[src/rtl/alu_issue_if.sv]
// Decode/issue stage bus: upstream instruction + operand inputs, downstream ALU entry.
interface alu_issue_if #(
  parameter int unsigned XLEN = 32
);
  logic            i_flush;
  logic            i_valid;
  logic            o_ready;
  logic [31:0]     i_instr;
  logic [XLEN-1:0] i_pc;
  logic [XLEN-1:0] i_rs1_data;
  logic [XLEN-1:0] i_rs2_data;
  logic            o_valid;
  logic            i_ready;
  logic [XLEN-1:0] o_alu_in1;
  logic [XLEN-1:0] o_alu_in2;
  logic [4:0]      o_alu_control;
  logic [4:0]      o_rd;
  logic            o_illegal;

  modport slave (
    input  i_flush, i_valid, i_instr, i_pc, i_rs1_data, i_rs2_data, i_ready,
    output o_ready, o_valid, o_alu_in1, o_alu_in2, o_alu_control, o_rd, o_illegal
  );

  modport master (
    output i_flush, i_valid, i_instr, i_pc, i_rs1_data, i_rs2_data, i_ready,
    input  o_ready, o_valid, o_alu_in1, o_alu_in2, o_alu_control, o_rd, o_illegal
  );
endinterface

[src/rtl/alu_issue.sv]
// RV32I decode/issue stage: decodes ALU opcode and operands, holds them in a
// one-entry valid/ready slot feeding the EX-stage ALU.
module alu_issue #(
  parameter int unsigned XLEN = 32
) (
  input  logic        i_clk,
  input  logic        i_rst,
  alu_issue_if.slave  bus
);

  localparam int unsigned SHW    = $clog2(XLEN);
  localparam int unsigned CTRL_W = 5;

  localparam logic [CTRL_W-1:0] ALU_ADD  = 5'b00000;
  localparam logic [CTRL_W-1:0] ALU_AND  = 5'b00001;
  localparam logic [CTRL_W-1:0] ALU_OR   = 5'b00010;
  localparam logic [CTRL_W-1:0] ALU_XOR  = 5'b00011;
  localparam logic [CTRL_W-1:0] ALU_SLL  = 5'b00100;
  localparam logic [CTRL_W-1:0] ALU_SRL  = 5'b00101;
  localparam logic [CTRL_W-1:0] ALU_SRA  = 5'b00110;
  localparam logic [CTRL_W-1:0] ALU_SUB  = 5'b10000;
  localparam logic [CTRL_W-1:0] ALU_SLT  = 5'b10111;
  localparam logic [CTRL_W-1:0] ALU_SLTU = 5'b11000;

  localparam logic [6:0] OPC_OP     = 7'b0110011;
  localparam logic [6:0] OPC_OPIMM  = 7'b0010011;
  localparam logic [6:0] OPC_LUI    = 7'b0110111;
  localparam logic [6:0] OPC_AUIPC  = 7'b0010111;
  localparam logic [6:0] OPC_LOAD   = 7'b0000011;
  localparam logic [6:0] OPC_STORE  = 7'b0100011;
  localparam logic [6:0] OPC_BRANCH = 7'b1100011;

  localparam logic [6:0] F7_BASE = 7'b0000000;
  localparam logic [6:0] F7_ALT  = 7'b0100000;

  logic [6:0]        w_opcode;
  logic [2:0]        w_f3;
  logic [6:0]        w_f7;
  logic [4:0]        w_rd_field;
  logic [XLEN-1:0]   w_imm_i;
  logic [XLEN-1:0]   w_imm_s;
  logic [XLEN-1:0]   w_imm_u;
  logic [XLEN-1:0]   w_shamt_rs2;
  logic [XLEN-1:0]   w_shamt_imm;

  logic [XLEN-1:0]   w_in1;
  logic [XLEN-1:0]   w_in2;
  logic [CTRL_W-1:0] w_ctrl;
  logic [4:0]        w_rd;
  logic              w_ill;
  logic              w_load;

  logic              r_valid;
  logic [XLEN-1:0]   r_in1;
  logic [XLEN-1:0]   r_in2;
  logic [CTRL_W-1:0] r_ctrl;
  logic [4:0]        r_rd;
  logic              r_ill;

  assign w_opcode    = bus.i_instr[6:0];
  assign w_rd_field  = bus.i_instr[11:7];
  assign w_f3        = bus.i_instr[14:12];
  assign w_f7        = bus.i_instr[31:25];
  assign w_imm_i     = XLEN'($signed(bus.i_instr[31:20]));
  assign w_imm_s     = XLEN'($signed({bus.i_instr[31:25], bus.i_instr[11:7]}));
  assign w_imm_u     = XLEN'($signed({bus.i_instr[31:12], 12'b0}));
  // The ALU shifts by the whole of in2, so only the shamt bits may survive
  assign w_shamt_rs2 = XLEN'(bus.i_rs2_data[SHW-1:0]);
  assign w_shamt_imm = XLEN'(bus.i_instr[20 +: SHW]);

  // Instruction decode and operand select
  always_comb begin
    w_in1  = bus.i_rs1_data;
    w_in2  = bus.i_rs2_data;
    w_ctrl = ALU_ADD;
    w_rd   = w_rd_field;
    w_ill  = 1'b0;
    case (w_opcode)
      OPC_OP: begin
        if (w_f7 == F7_BASE) begin
          case (w_f3)
            3'b000:  w_ctrl = ALU_ADD;
            3'b001:  begin w_ctrl = ALU_SLL; w_in2 = w_shamt_rs2; end
            3'b010:  w_ctrl = ALU_SLT;
            3'b011:  w_ctrl = ALU_SLTU;
            3'b100:  w_ctrl = ALU_XOR;
            3'b101:  begin w_ctrl = ALU_SRL; w_in2 = w_shamt_rs2; end
            3'b110:  w_ctrl = ALU_OR;
            default: w_ctrl = ALU_AND;
          endcase
        end else if (w_f7 == F7_ALT && w_f3 == 3'b000) begin
          w_ctrl = ALU_SUB;
        end else if (w_f7 == F7_ALT && w_f3 == 3'b101) begin
          w_ctrl = ALU_SRA;
          w_in2  = w_shamt_rs2;
        end else begin
          w_ill = 1'b1;
        end
      end
      OPC_OPIMM: begin
        w_in2 = w_imm_i;
        case (w_f3)
          3'b000: w_ctrl = ALU_ADD;
          3'b001: begin
            w_ctrl = ALU_SLL;
            w_in2  = w_shamt_imm;
            w_ill  = (w_f7 != F7_BASE);
          end
          3'b010: w_ctrl = ALU_SLT;
          3'b011: w_ctrl = ALU_SLTU;
          3'b100: w_ctrl = ALU_XOR;
          3'b101: begin
            w_ctrl = (w_f7 == F7_ALT) ? ALU_SRA : ALU_SRL;
            w_in2  = w_shamt_imm;
            w_ill  = (w_f7 != F7_BASE) && (w_f7 != F7_ALT);
          end
          3'b110:  w_ctrl = ALU_OR;
          default: w_ctrl = ALU_AND;
        endcase
      end
      OPC_LUI: begin
        w_in1 = '0;
        w_in2 = w_imm_u;
      end
      OPC_AUIPC: begin
        w_in1 = bus.i_pc;
        w_in2 = w_imm_u;
      end
      OPC_LOAD: w_in2 = w_imm_i;
      OPC_STORE: begin
        w_in2 = w_imm_s;
        w_rd  = '0;
      end
      OPC_BRANCH: begin
        w_rd = '0;
        case (w_f3[2:1])
          2'b00:   w_ctrl = ALU_SUB;
          2'b01:   w_ill  = 1'b1;
          2'b10:   w_ctrl = ALU_SLT;
          default: w_ctrl = ALU_SLTU;
        endcase
      end
      default: w_ill = 1'b1;
    endcase
    // Illegal entries still issue, but as a harmless ADD 0+0 with no writeback
    if (w_ill) begin
      w_in1  = '0;
      w_in2  = '0;
      w_ctrl = ALU_ADD;
      w_rd   = '0;
    end
  end

  assign bus.o_ready = !r_valid || bus.i_ready;
  assign w_load      = bus.i_valid && bus.o_ready && !bus.i_flush;

  // Entry valid: flush wins over load, drain clears when nothing replaces it
  always_ff @(posedge i_clk or posedge i_rst) begin
    if (i_rst) begin
      r_valid <= 1'b0;
    end else if (bus.i_flush) begin
      r_valid <= 1'b0;
    end else if (w_load) begin
      r_valid <= 1'b1;
    end else if (bus.i_ready) begin
      r_valid <= 1'b0;
    end
  end

  // Entry payload: only written on load so it holds stable under backpressure
  always_ff @(posedge i_clk or posedge i_rst) begin
    if (i_rst) begin
      r_in1  <= '0;
      r_in2  <= '0;
      r_ctrl <= ALU_ADD;
      r_rd   <= '0;
      r_ill  <= 1'b0;
    end else if (w_load) begin
      r_in1  <= w_in1;
      r_in2  <= w_in2;
      r_ctrl <= w_ctrl;
      r_rd   <= w_rd;
      r_ill  <= w_ill;
    end
  end

  assign bus.o_valid       = r_valid;
  assign bus.o_alu_in1     = r_in1;
  assign bus.o_alu_in2     = r_in2;
  assign bus.o_alu_control = r_ctrl;
  assign bus.o_rd          = r_rd;
  assign bus.o_illegal     = r_ill;

endmodule
[src/flat_wrapper.sv]
// flat-port wrapper written by rule: the top's interface ports become plain ports
module alu_issue_flat 
#(
  parameter int unsigned XLEN = 32
)
  (i_clk, i_rst, bus_i_flush, bus_i_valid, bus_i_instr, bus_i_pc, bus_i_rs1_data, bus_i_rs2_data, bus_i_ready, bus_o_ready, bus_o_valid, bus_o_alu_in1, bus_o_alu_in2, bus_o_alu_control, bus_o_rd, bus_o_illegal);
  alu_issue_if #(.XLEN(XLEN)) bus_i ();
  input  logic i_clk;
  input  logic i_rst;
  input wire logic [$bits(bus_i.i_flush)-1:0] bus_i_flush;
  input wire logic [$bits(bus_i.i_valid)-1:0] bus_i_valid;
  input wire logic [$bits(bus_i.i_instr)-1:0] bus_i_instr;
  input wire logic [$bits(bus_i.i_pc)-1:0] bus_i_pc;
  input wire logic [$bits(bus_i.i_rs1_data)-1:0] bus_i_rs1_data;
  input wire logic [$bits(bus_i.i_rs2_data)-1:0] bus_i_rs2_data;
  input wire logic [$bits(bus_i.i_ready)-1:0] bus_i_ready;
  output wire logic [$bits(bus_i.o_ready)-1:0] bus_o_ready;
  output wire logic [$bits(bus_i.o_valid)-1:0] bus_o_valid;
  output wire logic [$bits(bus_i.o_alu_in1)-1:0] bus_o_alu_in1;
  output wire logic [$bits(bus_i.o_alu_in2)-1:0] bus_o_alu_in2;
  output wire logic [$bits(bus_i.o_alu_control)-1:0] bus_o_alu_control;
  output wire logic [$bits(bus_i.o_rd)-1:0] bus_o_rd;
  output wire logic [$bits(bus_i.o_illegal)-1:0] bus_o_illegal;
  assign bus_i.i_flush = bus_i_flush;
  assign bus_i.i_valid = bus_i_valid;
  assign bus_i.i_instr = bus_i_instr;
  assign bus_i.i_pc = bus_i_pc;
  assign bus_i.i_rs1_data = bus_i_rs1_data;
  assign bus_i.i_rs2_data = bus_i_rs2_data;
  assign bus_i.i_ready = bus_i_ready;
  assign bus_o_ready = bus_i.o_ready;
  assign bus_o_valid = bus_i.o_valid;
  assign bus_o_alu_in1 = bus_i.o_alu_in1;
  assign bus_o_alu_in2 = bus_i.o_alu_in2;
  assign bus_o_alu_control = bus_i.o_alu_control;
  assign bus_o_rd = bus_i.o_rd;
  assign bus_o_illegal = bus_i.o_illegal;
  alu_issue #(.XLEN(XLEN)) u_core (.i_clk(i_clk), .i_rst(i_rst), .bus(bus_i));
endmodule
[config.mk]
export PLATFORM = sky130hd
export DESIGN_NAME = alu_issue_flat
export DESIGN_NICKNAME = d
export VERILOG_FILES = /design/src/rtl/alu_issue_if.sv /design/src/rtl/alu_issue.sv /design/src/flat_wrapper.sv
export SDC_FILE = /design/constraint.sdc
export NUM_CORES = 1
export LEC_CHECK = 0
export ABC_CLOCK_PERIOD_IN_PS = 2370
export CAP_MARGIN = 10
export CORE_ASPECT_RATIO = 1.5
export CORE_MARGIN = 3
export CORE_UTILIZATION = 35
export CTS_CLUSTER_DIAMETER = 100
export DETAILED_ROUTE_END_ITERATION = 10
export MAX_ROUTING_LAYER = met4
export PLACE_DENSITY = 0.79
export SETUP_SLACK_MARGIN = 0.05
export SYNTH_ARGS = -nofsm -noshare
export SYNTH_HDL_FRONTEND = slang
export SYNTH_SLANG_ARGS = --single-unit
[constraint.sdc]
create_clock -name i_clk -period 2.37 [get_ports i_clk]
set_input_delay 0.474 -clock i_clk [delete_from_list [all_inputs] [get_ports i_clk]]
set_output_delay 0.474 -clock i_clk [all_outputs]
set_load 0.02 [all_outputs]
==> results.txt, run 1 <==
----------------------------------------------------
[Timing]
  Setup TNS Final ... -0.340 ns
  Max-slew violation count ... 0
  Number of failing setup endpoints in the final timing report ... 14
  Final min period ... 2.44 ns
  Final hold slack ... 0.474 ns
  Least setup slack across all paths after layout ... -0.0720 ns
  Number of hold-slack violations in the final timing report ... 0
  RSZ-0062 raised after global routing ... yes
  Worst-Margin Slew ... 0.777 ns
  Final setup skew ... 0.00278 ns
  Highest Clock Rate ... 0.410 GHz
  Worst slew margin relative to its limit ... 0.482
  Share of the cycle needed by the critical path after routing ... 1.03

[Floorplanning]
  Horizontal extent of the die ... 91.4 µm
  Effective utilization at floorplan ... 0.359
  Core footprint ... 10600 µm²
  Number of core rows ... 46
  Die Height ... between 100 and 150 µm
  Top-level port count ... 210
  Area of the die ... 12200 µm²

[Setup path]
  Classification of the worst setup path ... in -> reg
  CP endpoint kind ... flip-flop
  Depth of the worst register-to-register path ... 6
  Timing startpoint of the critical path ... bus_i_instr[30]
  Critical path required time ... around 2.6 ns
  Critical path arrival ... 2.64 ns
  R2R setup slack ... roughly 0.37 ns
  Max Fanout on Critical Path ... 6
  Crit start category ... input pin
  Startpoint of the worst register-to-register path ... u_core.bus.o_valid
  Crit Reg-Reg Endpoint ... u_core.bus.o_alu_in2[1]

[CTS]
  Clock insertion delay at the later pin of the skew report ... 0.33 ns
  Clock slew at the register clock pins of the worst setup and hold paths ... 0.06 ns
  Clock buffer depth ... 2
  Number of clock sinks seen by CTS ... 76
  Clock tree from TritonCTS ... done
  Total number of H-tree levels ... 3
  Cts bufs inserted ... 9
  Master cell of the clock root buffer ... clkbuf_16

[Yosys]
  Net count after synthesis ... roughly 550
  Post-synthesis cell area ... between 3000 and 4000 µm²
  FFs w/ async S/R, synth ... 1.00
  Number of instances in the synthesized netlist ... around 420
  Ys flop type ... dfrtp_1
  Post-synth EDFFs ... 0
  Count of different cell masters after synthesis ... 46
  Register bit count reported by yosys ... 76
  Yosys warnings ... 0
  Sequential-to-total area share from yosys stat ... 0.497
  Post-Syn Area per Cell ... between 9 and 10 µm²

[Run]
  Max_cap viols ... 0

[Global route]
  Remaining Overflow, GRT ... 0
  Number of antenna violations at the first check in global routing ... 0
  Vias in the first global route ... between 4000 and 5000
  Total global-route track usage ... 0.251
  Wire length of the first global-routing pass ... roughly 24000 µm
  Pin count of the biggest net entering global routing ... 77

[Run status]
  Violations in the final reports ... negative setup slack
  Result of the run ... complete, but fails checks

[Layout]
  # fillers ... 830
  Combined flip-flop and latch cell area ... 1900 µm²
  Final layout net count ... 806
  Finished layout cell area ... between 7000 and 8000 µm²
  Area occupied by multi-input gates ... 1900 µm²
  Growth of design area from synthesis to finish ... 84.2%
  Number of antenna cells inserted ... 0
  Layout cell share with drive strength beyond 1 ... 0.186
  Core utilization of the finished layout ... 0.662

[Routing]
  DRC violation total after the first TritonRoute iteration ... 283
  Total wire length ... around 15000 µm
  Wirelength per Cell ... ~19 µm
  Drt via density ... 5.42
  Number of remaining DRC errors ... 0
  Number of detailed-route iterations in the first pass ... 5
  Total via count after detailed routing ... 4446
  Remaining antenna violation count after routing ... 0

[Worst hold path]
  WHS Endpoint ... u_core.bus.o_alu_in1[29]
  Number of cells on the worst hold path ... 2
  Kind of path behind the tightest hold check ... reg -> reg
  Origin of the worst min-delay path ... u_core.bus.o_alu_in1[29]

[Pwr]
  Max rail drop VDD ... 0.397 mV
  Power density over the cells ... 462 nW/µm²
  Standby leakage power ... 3.03 nW
  Post-layout total power ... 0.00326 W

[Placed design]
  Post-DP HPWL ... 10700 µm
  Placed cell areas ... about 6500 µm²
  Routability cong. ... between 0.9 and 1
  Port bufs ... 209

----------------------------------------------------
## cell type report
| class | count | area share |
|---|---|---|
| multi-input combinational | 300 | 0.270 |
| clock inverter | 4 | 0.00373 |
| timing repair buffer | 280 | 0.393 |
| clock buffer | 11 | 0.0344 |
| inverter | 6 | 0.00373 |
| sequential | 76 | 0.270 |
| tap | 144 | 0.0256 |
## synth_stat cells, types with 5 or more instances
master | number | area (µm²)
o21ai_1 | 12 | 60.1
o21ai_0 | 58 | 290
nand2_1 | 69 | 259
a221oi_1 | 18 | 158
clkbuf_1 | 31 | 116
and3_1 | 33 | 206
a21oi_1 | 38 | 190
a222oi_1 | 5 | 50.1
nor2_1 | 7 | 26.3
dfrtp_1 | 76 | 1900
a32o_1 | 9 | 90.1
inv_1 | 6 | 22.5
nand2b_1 | 7 | 43.8
a22oi_1 | 7 | 52.6
## state kept, by name (all words and copies together), names as in the netlist
signal	flops
u_core.bus.o_illegal	1
u_core.bus.o_alu_control	5
u_core.bus.o_rd	5
u_core.bus.o_alu_in2	32
u_core.bus.o_alu_in1	32
u_core.bus.o_valid	1
## metrics by stage
| stage | setup slack (ns) | instances |
|---|---|---|
| 2_1_floorplan | 0.000860 | 419 |
| 3_3_place_gp | -0.545 | 794 |
| 3_5_place_dp | -0.589 | 794 |
| 4_1_cts | 0.0183 | 819 |
| 5_1_grt | -0.106 | 821 |
| 6_report | -0.0720 | 821 |
## routing by layer
metal,GRT usage,part of all wire
met3,0.0685,0.077
met1,0.266,0.36
met5,-,0
met2,0.433,0.52
met4,0.120,0.042
## power by group
part	leakage (nW)	switching (W)	internal, W
Sequential	1.05	0.0000193	0.00133
Combinational	1.85	0.000274	0.000377
Clock	0.131	0.000526	0.000730
## kinds of logic after synthesis
family / Yosys count / share of synthesized area
AO/OA/AOI/OAI: 161 / 0.269
XOR/XNOR: 2 / 0.00458
flip-flops: 76 / 0.497
AND/OR/NAND/NOR: 137 / 0.179
buffers and inverters: 43 / 0.0500
## cell usage in the layout, fill, tap and decap left out, types with 5 or more instances in the layout
cell             netlist  layout
a21oi_1               38      37
a221oi_2               2      17
a222oi_1               5       5
a32o_1                 9       9
and3_1                33      32
buf_12                 0       5
buf_4                  0      60
clkbuf_16              0      10
clkdlybuf4s50_1        0     202
dfrtp_1               76      76
inv_1                  6       5
nand2_1               69      69
nand2b_1               7       7
nor2_1                 7       7
o21ai_0               58      49
o21ai_1               12      20
## worst max-delay path, stage by stage
cell             delay (ns)
clkdlybuf4s50_1        0.50
a2111o_1               0.46
o41a_1                 0.51
buf_6                  0.18
buf_16                 0.13
a221oi_2               0.25
o21ai_1                0.14
## worst max-delay path by stage
stage                                       end  slack, ns
floorplan              u_core.bus.o_alu_in2[23]     0.0009
global placement    u_core.bus.o_alu_control[2]      -0.55
detailed placement  u_core.bus.o_alu_control[2]      -0.59
CTS                    u_core.bus.o_alu_in2[28]       0.02
global route           u_core.bus.o_alu_in2[21]      -0.11
finish                 u_core.bus.o_alu_in2[15]      -0.07
## repair_timing
item                                    4_1_cts  5_1_grt
setup buffers                                 7        2
hold buffers                                  0        0
endpoints found under the setup margin       67       68
cloned                                        3        1
gates resized for setup                      33       28
pin swaps                                     5       12
Note: power is estimated with default switching activity, not from simulation.
==> run 2: changes to the inputs <==
- CORE_UTILIZATION: 35 -> 36
- CTS_BUF_LIST: default -> sky130_fd_sc_hd__clkbuf_8
- HOLD_SLACK_MARGIN: default -> 0.06
- PLACE_DENSITY: 0.79 -> 0.8
==> run 2 against run 1 <==
Compared with the run above: the flow now finishes without violations; via count is 2.6% lower; critical path type unchanged; maximum frequency is 7.0% higher; highest routed layer unchanged; sequential cell count stayed put; routed wire length is 5.3% lower; die area is 2.6% lower; combinational power is 2% lower; clock power is 19% lower; global-route usage is 0.63 points lower; non-clock buffer count is 8 lower; design area is 2.1% lower.
==> results.txt, run 2 (synthesis results as in run 1) <==
----------------------------------------------------
[Timing]
  Max-slew violation count ... 0 (unchanged)
  Setup TNS Final ... 0 ns (+0.340 ns)
  Number of hold-slack violations in the final timing report ... 0 (unchanged)
  Number of failing setup endpoints in the final timing report ... 0 (-14)
  Share of the cycle needed by the critical path after routing ... 0.963 (-0.0671)
  Highest Clock Rate ... 0.438 GHz (+7.0%)
  Worst-Margin Slew ... 0.804 ns (+0.0270 ns)
  Worst slew margin relative to its limit ... 0.464 (-0.0180)
  Final min period ... 2.28 ns (-0.159 ns)
  Least setup slack across all paths after layout ... 0.0871 ns (+0.159 ns)
  Final setup skew ... 0.00985 ns (+0.00707 ns)
  RSZ-0062 raised after global routing ... yes

[CTS]
  Clock tree from TritonCTS ... done
  Clock buffer depth ... 2 (unchanged)
  Total number of H-tree levels ... 3 (unchanged)
  Number of clock sinks seen by CTS ... 76 (unchanged)
  Cts bufs inserted ... 9 (unchanged)
  Master cell of the clock root buffer ... clkbuf_8
  Post-CTS Setup Bufs ... 0 (-7)
  Clock slew at the register clock pins of the worst setup and hold paths ... 0.08 ns (+0.02 ns)
  Clock insertion delay at the later pin of the skew report ... 0.35 ns (+0.02 ns)

[Floorplanning]
  Number of core rows ... 45 (-2.2%)
  Horizontal extent of the die ... 90.2 µm (-1.3%)
  Effective utilization at floorplan ... 0.373 (+0.0140)
  Top-level port count ... 210 (unchanged)
  Die Height ... 132 µm (-1.3%)
  Area of the die ... 11900 µm² (-2.6%)
  Core footprint ... 10200 µm² (-3.8%)

[Routing]
  Number of remaining DRC errors ... 0 (unchanged)
  Number of detailed-route iterations in the first pass ... 5 (unchanged)
  Total wire length ... 14600 µm (-5.3%)
  Total via count after detailed routing ... 4329 (-2.6%)
  Drt via density ... 5.34 (-1.4%)
  DRC violation total after the first TritonRoute iteration ... 294 (+3.9%)
  Wirelength per Cell ... 18.0 µm (-4.2%)
  Remaining antenna violation count after routing ... 0 (unchanged)

[Global route]
  Number of antenna violations at the first check in global routing ... 0 (unchanged)
  Wire length of the first global-routing pass ... 22800 µm (-3.2%)
  Vias in the first global route ... 4532 (-1.6%)
  Remaining Overflow, GRT ... 0 (unchanged)
  Total global-route track usage ... 0.245 (-0.00634)
  Pin count of the biggest net entering global routing ... 77 (unchanged)

[Placed design]
  DP Worst Slack ... -0.615 ns (-0.0259 ns)
  Placed cell areas ... 6490 µm² (+0.25%)
  Placed Cells incl. Taps ... 792 (-0.25%)
  Routability cong. ... 1.00 (+6.2%)
  Post-DP HPWL ... 10600 µm (-0.83%)
  Port bufs ... 209 (unchanged)

[Layout]
  Non-filler instance count after layout ... 811 (-1.2%)
  Layout cell share with drive strength beyond 1 ... 0.172 (-0.0145)
  Growth of design area from synthesis to finish ... 80.4%
  Core utilization of the finished layout ... 0.674 (+0.0117)
  Number of antenna cells inserted ... 0 (unchanged)
  Finished layout cell area ... 6900 µm² (-2.1%)
  Most frequent cells in the layout ... clkdlybuf4s50_1, dfrtp_1, nand2_1
  Leading cell type in the layout, fill and taps excluded ... clkdlybuf4s50_1
  # fillers ... 803 (-3.3%)
  Final layout net count ... 798 (-0.99%)

[Run]
  Max_cap viols ... 0 (unchanged)

[Setup path]
  Crit start category ... input pin
  Max Fanout on Critical Path ... 6 (unchanged)
  Critical path required time ... 2.60 ns (+0.03 ns)
  CP endpoint kind ... flip-flop
  Classification of the worst setup path ... in -> reg
  Critical path arrival ... 2.52 ns (-0.12 ns)

[Pwr]
  Standby leakage power ... 3.02 nW (-0.39%)
  Power density over the cells ... 436 nW/µm² (-5.7%)
  Max rail drop VDD ... 0.246 mV (-38%)

[Run status]
  Result of the run ... finished clean

[Worst hold path]
  Kind of path behind the tightest hold check ... reg -> reg

----------------------------------------------------
run 2: cell types whose count changed in the layout (fill, tap and decap cells not counted), sizes merged, moves of 2 or more:
cell,change
buf,-9
dlymetal6s2s,+7
clkdlybuf4s50,-4
dlygate4sd2,-3
clkbuf,+2
run 2: what timing repair did:
item | in CTS | in global routing
endpoints found under the setup margin | 70 | 56
pin swaps | 4 | 5
hold buffers | 0 | 0
resized for setup | 40 | 20
gates cloned | 2 | 1
run 2: through the flow:
step	power (W)	hold slack, ns
after CTS	0.00302	0.486
after global placement	0.00197	0.460
final	0.00301	0.481
after global routing	0.00312	0.505
after detailed placement	0.00199	0.470
after floorplan	0.00158	0.537
run 2: final cells by class:
| class | count | area (µm²) | area share |
|---|---|---|---|
| timing repair buffer | 272 | 2710 | 0.393 |
| clock buffer | 11 | 151 | 0.0219 |
| clock inverter | 5 | 51.3 | 0.00743 |
| sequential | 76 | 1900 | 0.276 |
| tap | 141 | 176 | 0.0256 |
| inverter | 6 | 26.3 | 0.00381 |
| multi-input combinational | 300 | 1880 | 0.273 |
run 2: final timing paths:
| kind | from | depth (start not counted) | to | slack [ns] |
|---|---|---|---|---|
| worst max register to register | u_core.bus.o_valid | 6 | u_core.bus.o_alu_in2[8] | 0.37 |
| worst max-delay path | bus_i_instr[25] | 7 | u_core.bus.o_alu_in2[23] | 0.09 |
| min in group asynchronous | i_rst | 3 | u_core.bus.o_alu_in1[23] | 0.57 |
| worst min-delay path | u_core.bus.o_alu_in1[2] | 2 | u_core.bus.o_alu_in1[2] | 0.48 |
| worst min register to register | u_core.bus.o_alu_in1[2] | 2 | u_core.bus.o_alu_in1[2] | 0.48 |
| max in group asynchronous | i_rst | 3 | u_core.bus.o_alu_in1[30] | 1.45 |
run 2: routing by layer:
metal	vias up	track usage	part of all wire
li1	2031	-	-
met4	0	0.0698	0.016
met2	187	0.435	0.54
met5	-	-	0
met1	2095	0.271	0.37
met3	16	0.0617	0.072
run 2: worst max-delay path, cell delays in order:
cell	delay, ns
buf_2	0.11
or4_4	0.57
a2111o_1	0.34
o41a_4	0.46
buf_12	0.18
a221oi_2	0.27
o21ai_1	0.11
run 2: power by group:
group	internal [W]	total [W]	switching (W)
Sequential	0.00133	0.00135	0.0000197
Clock	0.000537	0.00102	0.000484
Combinational	0.000372	0.000639	0.000267
